--- src/rtl/pipelined_array_mult_pkg.sv ---
// Shared constants and helpers for the pipelined array multiplier.
// Holds the legal parameter bounds and the stage-count arithmetic so the
// top level and any wrappers agree on the pipeline depth.
package pipelined_array_mult_pkg;

  localparam int WIDTH_MIN = 2;
  localparam int WIDTH_MAX = 32;
  localparam int ROWS_MIN  = 1;

  // Integer ceiling division for positive operands.
  function automatic int ceil_div(input int num, input int den);
    return (num + den - 1) / den;
  endfunction

  // Number of row stages needed to cover all partial-product rows.
  function automatic int num_stages(input int width, input int rows_per_stage);
    return ceil_div(width, rows_per_stage);
  endfunction

endpackage

--- src/rtl/mult_row_stage.sv ---
// Purpose: adds a contiguous group of partial-product rows to an accumulator.
// Latency: purely combinational; the caller registers the result.
// Backpressure: none here; the enclosing pipeline stalls all stages together.
module mult_row_stage
  import pipelined_array_mult_pkg::*;
#(
  parameter int WIDTH     = 8,
  parameter int FIRST_ROW = 0,
  parameter int NUM_ROWS  = 1
) (
  input  logic [NUM_ROWS-1:0]  a_rows_i,
  input  logic [WIDTH-1:0]     b_i,
  input  logic                 sgn_i,
  input  logic [2*WIDTH-1:0]   acc_i,
  output logic [2*WIDTH-1:0]   acc_o
);

  localparam int PW = 2 * WIDTH;

  // Multiplier widened once; sign extension only matters in signed mode.
  logic [PW-1:0] b_ext;
  assign b_ext = {{WIDTH{sgn_i & b_i[WIDTH-1]}}, b_i};

  // Running sum through the rows handled by this stage.
  logic [PW-1:0] psum [0:NUM_ROWS];
  assign psum[0] = acc_i;

  for (genvar r = 0; r < NUM_ROWS; r++) begin : g_row
    localparam int ROW = FIRST_ROW + r;
    logic [PW-1:0] row;
    assign row = a_rows_i[r] ? (b_ext << ROW) : '0;
    if (ROW == WIDTH - 1) begin : g_msb
      // The multiplicand MSB carries negative weight in two's complement.
      assign psum[r+1] = sgn_i ? (psum[r] - row) : (psum[r] + row);
    end else begin : g_plain
      assign psum[r+1] = psum[r] + row;
    end
  end

  assign acc_o = psum[NUM_ROWS];

endmodule

--- src/rtl/pipelined_array_mult.sv ---
// Purpose: signed/unsigned WIDTH x WIDTH array multiplier, ROWS_PER_STAGE rows per stage.
// Latency: 1 + ceil(WIDTH/ROWS_PER_STAGE) cycles; one product per cycle sustained.
// Backpressure: whole pipe stalls when out_valid && !out_ready; in_ready = !out_valid || out_ready.
// Build option: define PARITY_OUT_EN to add the registered y_parity output.
module pipelined_array_mult
  import pipelined_array_mult_pkg::*;
#(
  parameter int WIDTH          = 8,
  parameter int ROWS_PER_STAGE = 2
) (
  input  logic                 clk,
  input  logic                 rst_n,
  input  logic                 in_valid,
  output logic                 in_ready,
  input  logic [WIDTH-1:0]     a,
  input  logic [WIDTH-1:0]     b,
  input  logic                 sgn,
  output logic                 out_valid,
  input  logic                 out_ready,
  output logic [2*WIDTH-1:0]   y
`ifdef PARITY_OUT_EN
  ,
  output logic                 y_parity
`endif
);

  localparam int STAGES = num_stages(WIDTH, ROWS_PER_STAGE);
  localparam int PW     = 2 * WIDTH;

  if (WIDTH < WIDTH_MIN || WIDTH > WIDTH_MAX ||
      ROWS_PER_STAGE < ROWS_MIN || ROWS_PER_STAGE > WIDTH) begin : g_param_check
    $error("pipelined_array_mult: illegal WIDTH=%0d / ROWS_PER_STAGE=%0d",
           WIDTH, ROWS_PER_STAGE);
  end

  // Index 0 is the input register; index k+1 is the output of row stage k.
  logic             vld_q [0:STAGES];
  logic [WIDTH-1:0] a_q   [0:STAGES-1];
  logic [WIDTH-1:0] b_q   [0:STAGES-1];
  logic             sgn_q [0:STAGES-1];
  logic [PW-1:0]    acc_q [1:STAGES];
  logic [PW-1:0]    acc_in [0:STAGES-1];
  logic [PW-1:0]    acc_d  [0:STAGES-1];
  logic             adv;

  // Single global enable: the pipe moves only when the output slot can drain.
  assign adv       = !vld_q[STAGES] || out_ready;
  assign in_ready  = adv;
  assign out_valid = vld_q[STAGES];
  assign y         = acc_q[STAGES];
  assign acc_in[0] = '0;

  // Input register: capture operands (and a bubble when in_valid is low).
  always_ff @(posedge clk or negedge rst_n) begin
    if (!rst_n) begin
      vld_q[0] <= 1'b0;
      a_q[0]   <= '0;
      b_q[0]   <= '0;
      sgn_q[0] <= 1'b0;
    end else if (adv) begin
      vld_q[0] <= in_valid;
      a_q[0]   <= a;
      b_q[0]   <= b;
      sgn_q[0] <= sgn;
    end
  end

  for (genvar k = 0; k < STAGES; k++) begin : g_stage
    localparam int FR = k * ROWS_PER_STAGE;
    localparam int NR = (WIDTH - FR < ROWS_PER_STAGE) ? (WIDTH - FR) : ROWS_PER_STAGE;

    if (k > 0) begin : g_acc_in
      assign acc_in[k] = acc_q[k];
    end

    mult_row_stage #(
      .WIDTH     (WIDTH),
      .FIRST_ROW (FR),
      .NUM_ROWS  (NR)
    ) u_row (
      .a_rows_i (a_q[k][FR +: NR]),
      .b_i      (b_q[k]),
      .sgn_i    (sgn_q[k]),
      .acc_i    (acc_in[k]),
      .acc_o    (acc_d[k])
    );

    // Stage register for the valid bit and the partial accumulator.
    always_ff @(posedge clk or negedge rst_n) begin
      if (!rst_n) begin
        vld_q[k+1] <= 1'b0;
        acc_q[k+1] <= '0;
      end else if (adv) begin
        vld_q[k+1] <= vld_q[k];
        acc_q[k+1] <= acc_d[k];
      end
    end

    // Operands travel with the accumulator; the last stage no longer needs them.
    if (k < STAGES - 1) begin : g_ops
      // Operand carry register for the next row stage.
      always_ff @(posedge clk or negedge rst_n) begin
        if (!rst_n) begin
          a_q[k+1]   <= '0;
          b_q[k+1]   <= '0;
          sgn_q[k+1] <= 1'b0;
        end else if (adv) begin
          a_q[k+1]   <= a_q[k];
          b_q[k+1]   <= b_q[k];
          sgn_q[k+1] <= sgn_q[k];
        end
      end
    end
  end

`ifdef PARITY_OUT_EN
  logic y_parity_q;
  // Parity is computed from the value about to enter y so both update together.
  always_ff @(posedge clk or negedge rst_n) begin
    if (!rst_n) begin
      y_parity_q <= 1'b0;
    end else if (adv) begin
      y_parity_q <= ^acc_d[STAGES-1];
    end
  end
  assign y_parity = y_parity_q;
`endif

endmodule

--- config.mk ---
export PLATFORM = sky130hd
export DESIGN_NAME = pipelined_array_mult
export DESIGN_NICKNAME = d
export VERILOG_FILES = /design/src/rtl/pipelined_array_mult_pkg.sv /design/src/rtl/mult_row_stage.sv /design/src/rtl/pipelined_array_mult.sv
export SDC_FILE = /design/constraint.sdc
export NUM_CORES = 1
export LEC_CHECK = 0
export ABC_AREA = 1
export BUFFER_PORTS_ARGS = -buffer_cell sky130_fd_sc_hd__buf_2
export CELL_PAD_IN_SITES_DETAIL_PLACEMENT = 1
export CELL_PAD_IN_SITES_GLOBAL_PLACEMENT = 2
export CORE_ASPECT_RATIO = 0.9
export CORE_UTILIZATION = 37
export CTS_CLUSTER_SIZE = 12
export DETAILED_ROUTE_END_ITERATION = 10
export HOLD_SLACK_MARGIN = 0.02
export PLACE_DENSITY_LB_ADDON = 0.05
export SYNTH_ARGS = -nofsm -noshare
export SYNTH_HDL_FRONTEND = slang
export SYNTH_SLANG_ARGS = --single-unit
--- constraint.sdc ---
create_clock -name clk -period 3.7 [get_ports clk]
set_input_delay 0.74 -clock clk [delete_from_list [all_inputs] [get_ports clk]]
set_output_delay 0.74 -clock clk [all_outputs]
set_load 0.1 [all_outputs]
==> flow_summary.html, run 1 <==
<table>
<tr><th>Metric</th><th>Value</th></tr>
<tr><th colspan="2">STA</th></tr>
<tr><td>Max-slew headroom</td><td>51.31%</td></tr>
<tr><td>Setup TNS</td><td>0 ns</td></tr>
<tr><td>Final Hold Viols</td><td>0</td></tr>
<tr><td>Slew at the pin closest to its max-slew limit</td><td>0.7303 ns</td></tr>
<tr><td>FMAX</td><td>0.3280 GHz</td></tr>
<tr><td>Unrepaired setup endpoints after global routing</td><td>no</td></tr>
<tr><td>Number of slew-limit violations in the final report</td><td>0</td></tr>
<tr><td>Fraction of the cycle the final worst path needs</td><td>82.39%</td></tr>
<tr><td>Minimum clock period</td><td>3.049 ns</td></tr>
<tr><td>Final clock skew</td><td>0.01072 ns</td></tr>
<tr><td>Setup-violating endpoint count in the final report</td><td>0</td></tr>
<tr><th colspan="2">Final layout</th></tr>
<tr><td>Fraction of final layout cells sized beyond drive strength 1</td><td>10.16%</td></tr>
<tr><td>Layout overhead on the synthesized area</td><td>12.24%</td></tr>
<tr><td>Sequential cell area in the final layout</td><td>0.003128 sq mm</td></tr>
<tr><td>NumNets Final</td><td>1187</td></tr>
<tr><td>Commonest cells after routing, fill and taps aside</td><td>sky130_fd_sc_hd__nand2_1 (365), sky130_fd_sc_hd__inv_1 (143), sky130_fd_sc_hd__dfrtp_1 (125), sky130_fd_sc_hd__o21ai_0 (72), sky130_fd_sc_hd__ha_1 (51)</td></tr>
<tr><td>Filler instances</td><td>2690</td></tr>
<tr><td>Leading cell type in the layout, fill and taps excluded</td><td>sky130_fd_sc_hd__nand2_1</td></tr>
<tr><td>Multi-input logic area</td><td>0.004299 sq mm</td></tr>
<tr><td>Count of inserted antenna diode cells</td><td>0</td></tr>
<tr><th colspan="2">Floorplan</th></tr>
<tr><td>Number of I/O pins</td><td>39</td></tr>
<tr><td>Initial Utilization</td><td>37.72%</td></tr>
<tr><td>Overall die area</td><td>0.02265 sq mm</td></tr>
<tr><td>Die height</td><td>142.9 microns</td></tr>
<tr><td>Placeable core region</td><td>0.02163 sq mm</td></tr>
<tr><td>Standard-cell rows</td><td>51</td></tr>
<tr><td>Width of the die</td><td>158.5 microns</td></tr>
<tr><th colspan="2">Routing</th></tr>
<tr><td>1st-pass router iterations</td><td>6</td></tr>
<tr><td>DRC Markers</td><td>0</td></tr>
<tr><td>Post-Route WL</td><td>20200 microns</td></tr>
<tr><td>Iter 0 DRT Violations</td><td>238</td></tr>
<tr><td>Per-cell via count in the routed design</td><td>4.739</td></tr>
<tr><td>Antenna Nets Post-Route</td><td>0</td></tr>
<tr><td>Vias</td><td>6602</td></tr>
<tr><td>Wire length per cell</td><td>14.50 microns</td></tr>
<tr><th colspan="2">Setup path</th></tr>
<tr><td>Kind of capture point of the worst setup path</td><td>flip-flop</td></tr>
<tr><td>Reg2Reg Capture Point</td><td>y[15]</td></tr>
<tr><td>Worst setup path class</td><td>flip-flop to flip-flop</td></tr>
<tr><td>Data required, critical path</td><td>4.02 ns</td></tr>
<tr><td>Length in cells of the worst reg-to-reg path</td><td>20</td></tr>
<tr><td>Reg-to-reg setup timing slack</td><td>0.65 ns</td></tr>
<tr><td>Worst R2R Start</td><td>a_q[6]</td></tr>
<tr><td>Maximum fanout along the worst path</td><td>10</td></tr>
<tr><td>Crit start category</td><td>flip-flop</td></tr>
<tr><td>Signal arrival time at the worst endpoint</td><td>3.36 ns</td></tr>
<tr><th colspan="2">Global route</th></tr>
<tr><td>Global router's overall resource usage</td><td>19.77%</td></tr>
<tr><td>First-pass GRT wire length</td><td>34580 microns</td></tr>
<tr><td>Largest net degree at the start of global routing</td><td>124</td></tr>
<tr><td>Via count of the first global-routing pass</td><td>6846</td></tr>
<tr><td>Residual overflow from global routing</td><td>0</td></tr>
<tr><td>Antenna violations before repair</td><td>0</td></tr>
<tr><th colspan="2">Placement</th></tr>
<tr><td>Routability Congestion</td><td>0.8051</td></tr>
<tr><td>IO Port Bufs</td><td>38</td></tr>
<tr><td>HPWL Detailed</td><td>15270 microns</td></tr>
<tr><th colspan="2">Clock tree</th></tr>
<tr><td>Number of clock sinks</td><td>125</td></tr>
<tr><td>Number of buffers created by CTS</td><td>17</td></tr>
<tr><td>Buffer depth of the longest clock path</td><td>2</td></tr>
<tr><td>Clock latency on the worst-skew pair</td><td>0.43 ns</td></tr>
<tr><td>Clock input transition at the sequential cells of the worst setup and hold paths</td><td>0.07 ns</td></tr>
<tr><td>Clock Tree Root</td><td>sky130_fd_sc_hd__clkbuf_16</td></tr>
<tr><td>Clock tree from TritonCTS</td><td>built</td></tr>
<tr><td>Count of instances resized after the clock tree is built</td><td>0</td></tr>
<tr><td>CTS HTree Levels</td><td>4</td></tr>
<tr><td>Hold-fix buffers at CTS</td><td>0</td></tr>
<tr><td>Buffer count from post-CTS setup fixing</td><td>0</td></tr>
<tr><th colspan="2">Logic synthesis</th></tr>
<tr><td>#FFs+latches synth</td><td>125</td></tr>
<tr><td>Dominant synthesized flop cell</td><td>sky130_fd_sc_hd__dfrtp_1</td></tr>
<tr><td>Number of distinct library cells after synthesis</td><td>40</td></tr>
<tr><td>Mapped Nets</td><td>1161</td></tr>
<tr><td>Cell area after synthesis</td><td>0.008160 sq mm</td></tr>
<tr><td>Asr flop ratio synth</td><td>100.0%</td></tr>
<tr><td>Total number of yosys warnings</td><td>0</td></tr>
<tr><td>Number of flops mapped to enable cells by yosys</td><td>0</td></tr>
<tr><td>Avg Synthesized Cell Area</td><td>7.677 sq um</td></tr>
<tr><td>Number of instances in the synthesized netlist</td><td>1063</td></tr>
<tr><td>Fraction of the yosys area taken by sequential cells</td><td>38.33%</td></tr>
<tr><th colspan="2">Flow run</th></tr>
<tr><td>Number of max-cap violations</td><td>0</td></tr>
<tr><th colspan="2">Outcome</th></tr>
<tr><td>Outcome</td><td>completed</td></tr>
<tr><th colspan="2">Worst hold path</th></tr>
<tr><td>Type of the worst min-delay path</td><td>primary input to async pin</td></tr>
</table>
==> area by class of cell <==
| cell class | count | share of cell area (%) |
|---|---|---|
| Timing Repair Buffer | 42 | 2.746 |
| Tap cell | 291 | 3.975 |
| Sequential cell | 125 | 34.15 |
| Multi-Input combinational cell | 754 | 46.94 |
| Inverter | 149 | 6.134 |
| Clock buffer | 17 | 4.645 |
| Clock inverter | 15 | 1.407 |
==> per-layer routing <==
metal / wire, microns / GRT usage (%) / vias up
li1: - / - / 3388
met1: 9665 / 25.43 / 3131
met2: 9954 / 33.96 / 67
met3: 406 / 3.976 / 16
met4: 172 / 4.555 / 0
met5: 0 / 0 / -
==> how the worst max path moves through the flow <==
stage	start	end	slack, ns	depth (start not counted)
2_1_floorplan	a_q[6]	y[15]	0.91	21
3_3_place_gp	a_q[6]	y[15]	0.71	20
3_5_place_dp	a_q[6]	y[15]	0.66	20
4_1_cts	a_q[6]	y[15]	0.64	20
5_1_grt	a_q[6]	y[15]	0.31	20
6_report	a_q[6]	y[15]	0.65	20
==> synthesized netlist by cell type, types with 12 or more instances <==
cell type                  instances  area [sq um]
sky130_fd_sc_hd__nor2_1           50         187.7
sky130_fd_sc_hd__nand2_1         365          1370
sky130_fd_sc_hd__xor2_1           13         113.9
sky130_fd_sc_hd__a21oi_1          31         155.2
sky130_fd_sc_hd__inv_1           143         536.8
sky130_fd_sc_hd__dfrtp_1         125          3128
sky130_fd_sc_hd__ha_1             51         638.1
sky130_fd_sc_hd__a31oi_1          14         87.58
sky130_fd_sc_hd__buf_2            17         85.08
sky130_fd_sc_hd__o21ai_0          72         360.4
sky130_fd_sc_hd__fa_1             26         520.5
sky130_fd_sc_hd__nand3_1          43         215.2
sky130_fd_sc_hd__clkbuf_1         12         45.04
sky130_fd_sc_hd__nand2_2          12         75.07
==> critical path: stages (launching register included) <==
cell and delay, ns:
sky130_fd_sc_hd__dfrtp_1 0.48, sky130_fd_sc_hd__nand2_1 0.09, sky130_fd_sc_hd__inv_1 0.04, sky130_fd_sc_hd__ha_1 0.22, sky130_fd_sc_hd__fa_1 0.42, sky130_fd_sc_hd__nand3_1 0.10, sky130_fd_sc_hd__nand2_1 0.10, sky130_fd_sc_hd__a21oi_1 0.14
sky130_fd_sc_hd__nor2_1 0.05, sky130_fd_sc_hd__nor2_1 0.10, sky130_fd_sc_hd__xnor2_1 0.08, sky130_fd_sc_hd__ha_1 0.33, sky130_fd_sc_hd__inv_1 0.08, sky130_fd_sc_hd__o21ai_0 0.17, sky130_fd_sc_hd__inv_1 0.09, sky130_fd_sc_hd__nor2_1 0.09
sky130_fd_sc_hd__nor2_1 0.04, sky130_fd_sc_hd__nand3_1 0.09, sky130_fd_sc_hd__nand3_1 0.08, sky130_fd_sc_hd__nand3_1 0.08, sky130_fd_sc_hd__nand2_1 0.05
==> metrics by stage <==
stage | cell area, sq um | setup slack (ns) | cells | hold WS [ns] | util [%]
3_5_place_dp | 8605 | 0.6552 | 1361 | 0.4433 | 39.78
2_1_floorplan | 8160 | 0.9083 | 1063 | 0.4198 | -
6_report | 9159 | 0.6515 | 1393 | 0.3448 | 42.34
3_3_place_gp | 8605 | 0.7078 | 1361 | 0.4312 | 39.78
4_1_cts | 9159 | 0.6413 | 1393 | 0.3709 | 42.34
5_1_grt | 9159 | 0.3079 | 1393 | 0.3859 | 42.34
==> cell families (layout without fill, tap and decap cells) <==
group	Yosys count	after routing	share of synthesized area, %
AND/OR/NAND/NOR	506	506	25.59
buffers and inverters	184	223	9.046
adder cells (fa/ha/maj)	77	77	14.20
flip-flops	125	125	38.33
AO/OA/AOI/OAI	147	147	10.17
XOR/XNOR	24	24	2.668
==> state kept, by name, indices dropped and copies added, names as in the netlist <==
register / flops
a_q: 20
acc_in: 48
y: 16
b_q: 32
sgn_q: 4
vld_q: 4
out_valid: 1
Power of run 1 is not shown: default switching activity piles up to over one toggle a cycle in this logic, so the estimate is an artifact.
==> run 2: changes to the inputs <==
- ABC_AREA: 1 -> 0
- CORE_UTILIZATION: 37 -> 39
- clock period: 3.7 -> 3.2 ns (I/O delays scaled with it)
==> run 2 against run 1 <==
Effect of this change:
- the flow now finishes with violations (DRC, setup timing)
- cell area is 1.9% lower
- count of clock-buffer cells in the layout is 2 higher
- core utilization is 4.6 points higher
- sequential share of layout area is 0.67 points higher
- synthesized cell count is 20% lower
==> flow_summary.html, run 2 <==
<table>
<tr><th>Metric</th><th>Value</th></tr>
<tr><th colspan="2">Setup path</th></tr>
<tr><td>Worst R2R Start</td><td>a_q[6]</td></tr>
<tr><td>Signal arrival time at the worst endpoint</td><td>3.52 ns</td></tr>
<tr><td>Data required, critical path</td><td>3.49 ns</td></tr>
<tr><td>Reg-to-reg setup timing slack</td><td>-0.03 ns</td></tr>
<tr><td>Maximum fanout along the worst path</td><td>3</td></tr>
<tr><td>Worst setup path class</td><td>flip-flop to flip-flop</td></tr>
<tr><td>Kind of capture point of the worst setup path</td><td>flip-flop</td></tr>
<tr><td>Crit start category</td><td>flip-flop</td></tr>
<tr><td>Length in cells of the worst reg-to-reg path</td><td>16</td></tr>
<tr><td>Reg2Reg Capture Point</td><td>y[15]</td></tr>
<tr><th colspan="2">Flow run</th></tr>
<tr><td>Number of max-cap violations</td><td>0</td></tr>
<tr><th colspan="2">Logic synthesis</th></tr>
<tr><td>Asr flop ratio synth</td><td>100.0%</td></tr>
<tr><td>Avg Synthesized Cell Area</td><td>8.921 sq um</td></tr>
<tr><td>Number of flops mapped to enable cells by yosys</td><td>0</td></tr>
<tr><td>Top cell type by total area after synthesis</td><td>sky130_fd_sc_hd__dfrtp_1</td></tr>
<tr><td>Mapped Nets</td><td>952</td></tr>
<tr><td>Dominant synthesized flop cell</td><td>sky130_fd_sc_hd__dfrtp_1</td></tr>
<tr><td>Most used standard cells in the synthesized netlist</td><td>sky130_fd_sc_hd__nand2_1 (279), sky130_fd_sc_hd__dfrtp_1 (125), sky130_fd_sc_hd__and2_1 (51), sky130_fd_sc_hd__ha_1 (51), sky130_fd_sc_hd__nor2_1 (44)</td></tr>
<tr><td>Total number of yosys warnings</td><td>0</td></tr>
<tr><td>Largest cells by area after synthesis</td><td>sky130_fd_sc_hd__dfrtp_1 (41%), sky130_fd_sc_hd__nand2_1 (14%), sky130_fd_sc_hd__ha_1 (8.4%)</td></tr>
<tr><td>Number of distinct library cells after synthesis</td><td>53</td></tr>
<tr><td>Proportion of netlist area held by the largest area contributor</td><td>41.06%</td></tr>
<tr><td>Most frequently used cell type in the post-synthesis netlist</td><td>sky130_fd_sc_hd__nand2_1</td></tr>
<tr><td>Cell area after synthesis</td><td>0.007619 sq mm</td></tr>
<tr><td>Fraction of the yosys area taken by sequential cells</td><td>41.06%</td></tr>
<tr><td>#FFs+latches synth</td><td>125</td></tr>
<tr><td>Number of instances in the synthesized netlist</td><td>854</td></tr>
<tr><th colspan="2">Final layout</th></tr>
<tr><td>Count of inserted antenna diode cells</td><td>0</td></tr>
<tr><td>Filler instances</td><td>2256</td></tr>
<tr><td>Fraction of final layout cells sized beyond drive strength 1</td><td>14.04%</td></tr>
<tr><td>Multi-input logic area</td><td>0.004390 sq mm</td></tr>
<tr><td>Commonest cells after routing, fill and taps aside</td><td>sky130_fd_sc_hd__nand2_1 (279), sky130_fd_sc_hd__dfrtp_1 (124), sky130_fd_sc_hd__and2_1 (48), sky130_fd_sc_hd__ha_1 (47), sky130_fd_sc_hd__nor2_1 (44)</td></tr>
<tr><td>Core occupancy in the finished layout</td><td>46.91%</td></tr>
<tr><td>Leading cell type in the layout, fill and taps excluded</td><td>sky130_fd_sc_hd__nand2_1</td></tr>
<tr><td>NumNets Final</td><td>1011</td></tr>
<tr><td>Sequential cell area in the final layout</td><td>0.003129 sq mm</td></tr>
<tr><td>Layout overhead on the synthesized area</td><td>17.97%</td></tr>
<tr><td>Finished Cell Area</td><td>0.008987 sq mm</td></tr>
<tr><td>Flip-flop count of the largest register after layout</td><td>48</td></tr>
<tr><th colspan="2">Routing</th></tr>
<tr><td>1st-pass router iterations</td><td>7</td></tr>
<tr><td>Antenna Nets Post-Route</td><td>0</td></tr>
<tr><td>Post-Route WL</td><td>17790 microns</td></tr>
<tr><td>Wire length per cell</td><td>15.12 microns</td></tr>
<tr><td>DRC Markers</td><td>1</td></tr>
<tr><td>Per-cell via count in the routed design</td><td>5.024</td></tr>
<tr><td>Vias</td><td>5908</td></tr>
<tr><td>Iter 0 DRT Violations</td><td>196</td></tr>
<tr><th colspan="2">Clock tree</th></tr>
<tr><td>Number of buffers created by CTS</td><td>17</td></tr>
<tr><td>Clock tree from TritonCTS</td><td>built</td></tr>
<tr><td>Clock Tree Root</td><td>sky130_fd_sc_hd__clkbuf_16</td></tr>
<tr><td>CTS HTree Levels</td><td>4</td></tr>
<tr><td>Clock latency on the worst-skew pair</td><td>0.42 ns</td></tr>
<tr><td>Buffer depth of the longest clock path</td><td>2</td></tr>
<tr><td>Number of clock sinks</td><td>125</td></tr>
<tr><td>Clock input transition at the sequential cells of the worst setup and hold paths</td><td>0.07 ns</td></tr>
<tr><th colspan="2">STA</th></tr>
<tr><td>Final Hold Slack</td><td>0.2537 ns</td></tr>
<tr><td>Max-slew headroom</td><td>48.62%</td></tr>
<tr><td>Unrepaired setup endpoints after global routing</td><td>yes</td></tr>
<tr><td>Fraction of the cycle the final worst path needs</td><td>101.0%</td></tr>
<tr><td>Slack of the critical path</td><td>-0.03184 ns</td></tr>
<tr><td>FMAX</td><td>0.3094 GHz</td></tr>
<tr><td>Setup-violating endpoint count in the final report</td><td>2</td></tr>
<tr><td>Number of slew-limit violations in the final report</td><td>0</td></tr>
<tr><td>Final Hold Viols</td><td>0</td></tr>
<tr><td>Minimum clock period</td><td>3.232 ns</td></tr>
<tr><td>Slew at the pin closest to its max-slew limit</td><td>0.7707 ns</td></tr>
<tr><td>Final clock skew</td><td>0.01797 ns</td></tr>
<tr><th colspan="2">Floorplan</th></tr>
<tr><td>Die height</td><td>134.6 microns</td></tr>
<tr><td>Width of the die</td><td>149.3 microns</td></tr>
<tr><td>Standard-cell rows</td><td>48</td></tr>
<tr><td>Number of I/O pins</td><td>39</td></tr>
<tr><td>Initial Utilization</td><td>39.77%</td></tr>
<tr><td>Placeable core region</td><td>0.01916 sq mm</td></tr>
<tr><td>Overall die area</td><td>0.02010 sq mm</td></tr>
<tr><th colspan="2">Placement</th></tr>
<tr><td>HPWL Detailed</td><td>12360 microns</td></tr>
<tr><td>IO Port Bufs</td><td>38</td></tr>
<tr><td>Placement-stage worst setup slack</td><td>-0.09725 ns</td></tr>
<tr><td>Routability Congestion</td><td>0.8500</td></tr>
<tr><td>Placement Cell Area</td><td>0.008253 sq mm</td></tr>
<tr><th colspan="2">Outcome</th></tr>
<tr><td>Outcome</td><td>complete, but fails checks</td></tr>
<tr><td>Violated checks</td><td>DRC, setup timing</td></tr>
<tr><th colspan="2">Global route</th></tr>
<tr><td>Residual overflow from global routing</td><td>0</td></tr>
<tr><td>Largest net degree at the start of global routing</td><td>126</td></tr>
<tr><td>First-pass GRT wire length</td><td>30350 microns</td></tr>
<tr><td>Antenna violations before repair</td><td>0</td></tr>
<tr><td>Global router's overall resource usage</td><td>19.10%</td></tr>
<tr><td>Via count of the first global-routing pass</td><td>6375</td></tr>
<tr><th colspan="2">Worst hold path</th></tr>
<tr><td>Type of the worst min-delay path</td><td>primary input to async pin</td></tr>
</table>
## run 2: changes by cell type in the layout (fill, tap and decap cells not counted), sizes merged, moves of 14 or more
cell,delta
and2,+51
xnor2,+14
o21ai,-62
buf,+29
nand3,-39
inv,-133
nand2,-98
## run 2: worst max path at each step
stage | from | end | slack [ns] | cells past startpoint
2_1_floorplan | a_q[6] | y[15] | 0.02 | 16
3_3_place_gp | a_q[6] | y[15] | -0.02 | 16
3_5_place_dp | b_q[0] | y[15] | -0.1 | 16
4_1_cts | b_q[0] | y[15] | 0.0005 | 16
5_1_grt | a_q[6] | y[15] | -0.27 | 16
6_report | a_q[6] | y[15] | -0.03 | 16
## run 2: cell families (layout without fill, tap and decap cells)
logic type	count (synthesis)	count (layout)	share of synthesized area, %
DFF	125	125	41.06
and+or+nand+nor	421	421	23.93
buffers and inverters	54	126	2.677
adders and majority gates	77	77	15.21
xor gates and xnor gates	46	46	5.288
AOI/OAI and AO/OA	131	131	11.84
## run 2: cell type report
class                      instances  area share, %
tap                              250          3.480
sequential                       125          34.82
timing repair buffer              71          5.360
clock inverter                    13          1.573
inverter                          23         0.9884
multi-input combinational        675          48.85
clock buffer                      19          4.928
## run 2: critical path, stage by stage (launching register included)
cell	delay (ns)
sky130_fd_sc_hd__dfrtp_1	0.40
sky130_fd_sc_hd__and2_4	0.16
sky130_fd_sc_hd__ha_4	0.15
sky130_fd_sc_hd__fa_2	0.35
sky130_fd_sc_hd__a21o_1	0.18
sky130_fd_sc_hd__a21oi_2	0.17
sky130_fd_sc_hd__o21bai_1	0.11
sky130_fd_sc_hd__a21oi_2	0.16
sky130_fd_sc_hd__xnor2_1	0.09
sky130_fd_sc_hd__ha_1	0.34
sky130_fd_sc_hd__and3_4	0.17
sky130_fd_sc_hd__o311a_1	0.11
sky130_fd_sc_hd__o21a_1	0.20
sky130_fd_sc_hd__o21a_1	0.21
sky130_fd_sc_hd__nor2_2	0.12
sky130_fd_sc_hd__xnor2_1	0.12
sky130_fd_sc_hd__a21oi_1	0.08
## run 2: timing repair
item | CTS | global route
pin swaps | 6 | 21
setup buffers | 3 | 4
hold buffers | 0 | 0
resized for setup | 8 | 11
setup endpoints to repair | 3 | 4
## run 2: per-stage QoR
| step | TNS, ns | cells |
|---|---|---|
| 3_3_place_gp | -0.01989 | 1137 |
| 3_5_place_dp | -0.1907 | 1137 |
| 2_1_floorplan | 0 | 854 |
| 6_report | -0.03432 | 1176 |
| 4_1_cts | 0 | 1172 |
| 5_1_grt | -0.4779 | 1176 |
## run 2: routing by layer
layer	share of wire (%)	vias to the layer above	wire [microns]	GRT usage, %
li1	-	2925	-	-
met1	46	2907	8181	23.17
met2	51	61	8988	34.01
met3	2.1	15	379	3.953
met4	1.3	0	235	5.556
met5	0	-	0	0
Power of run 2 is left out for the same reason.
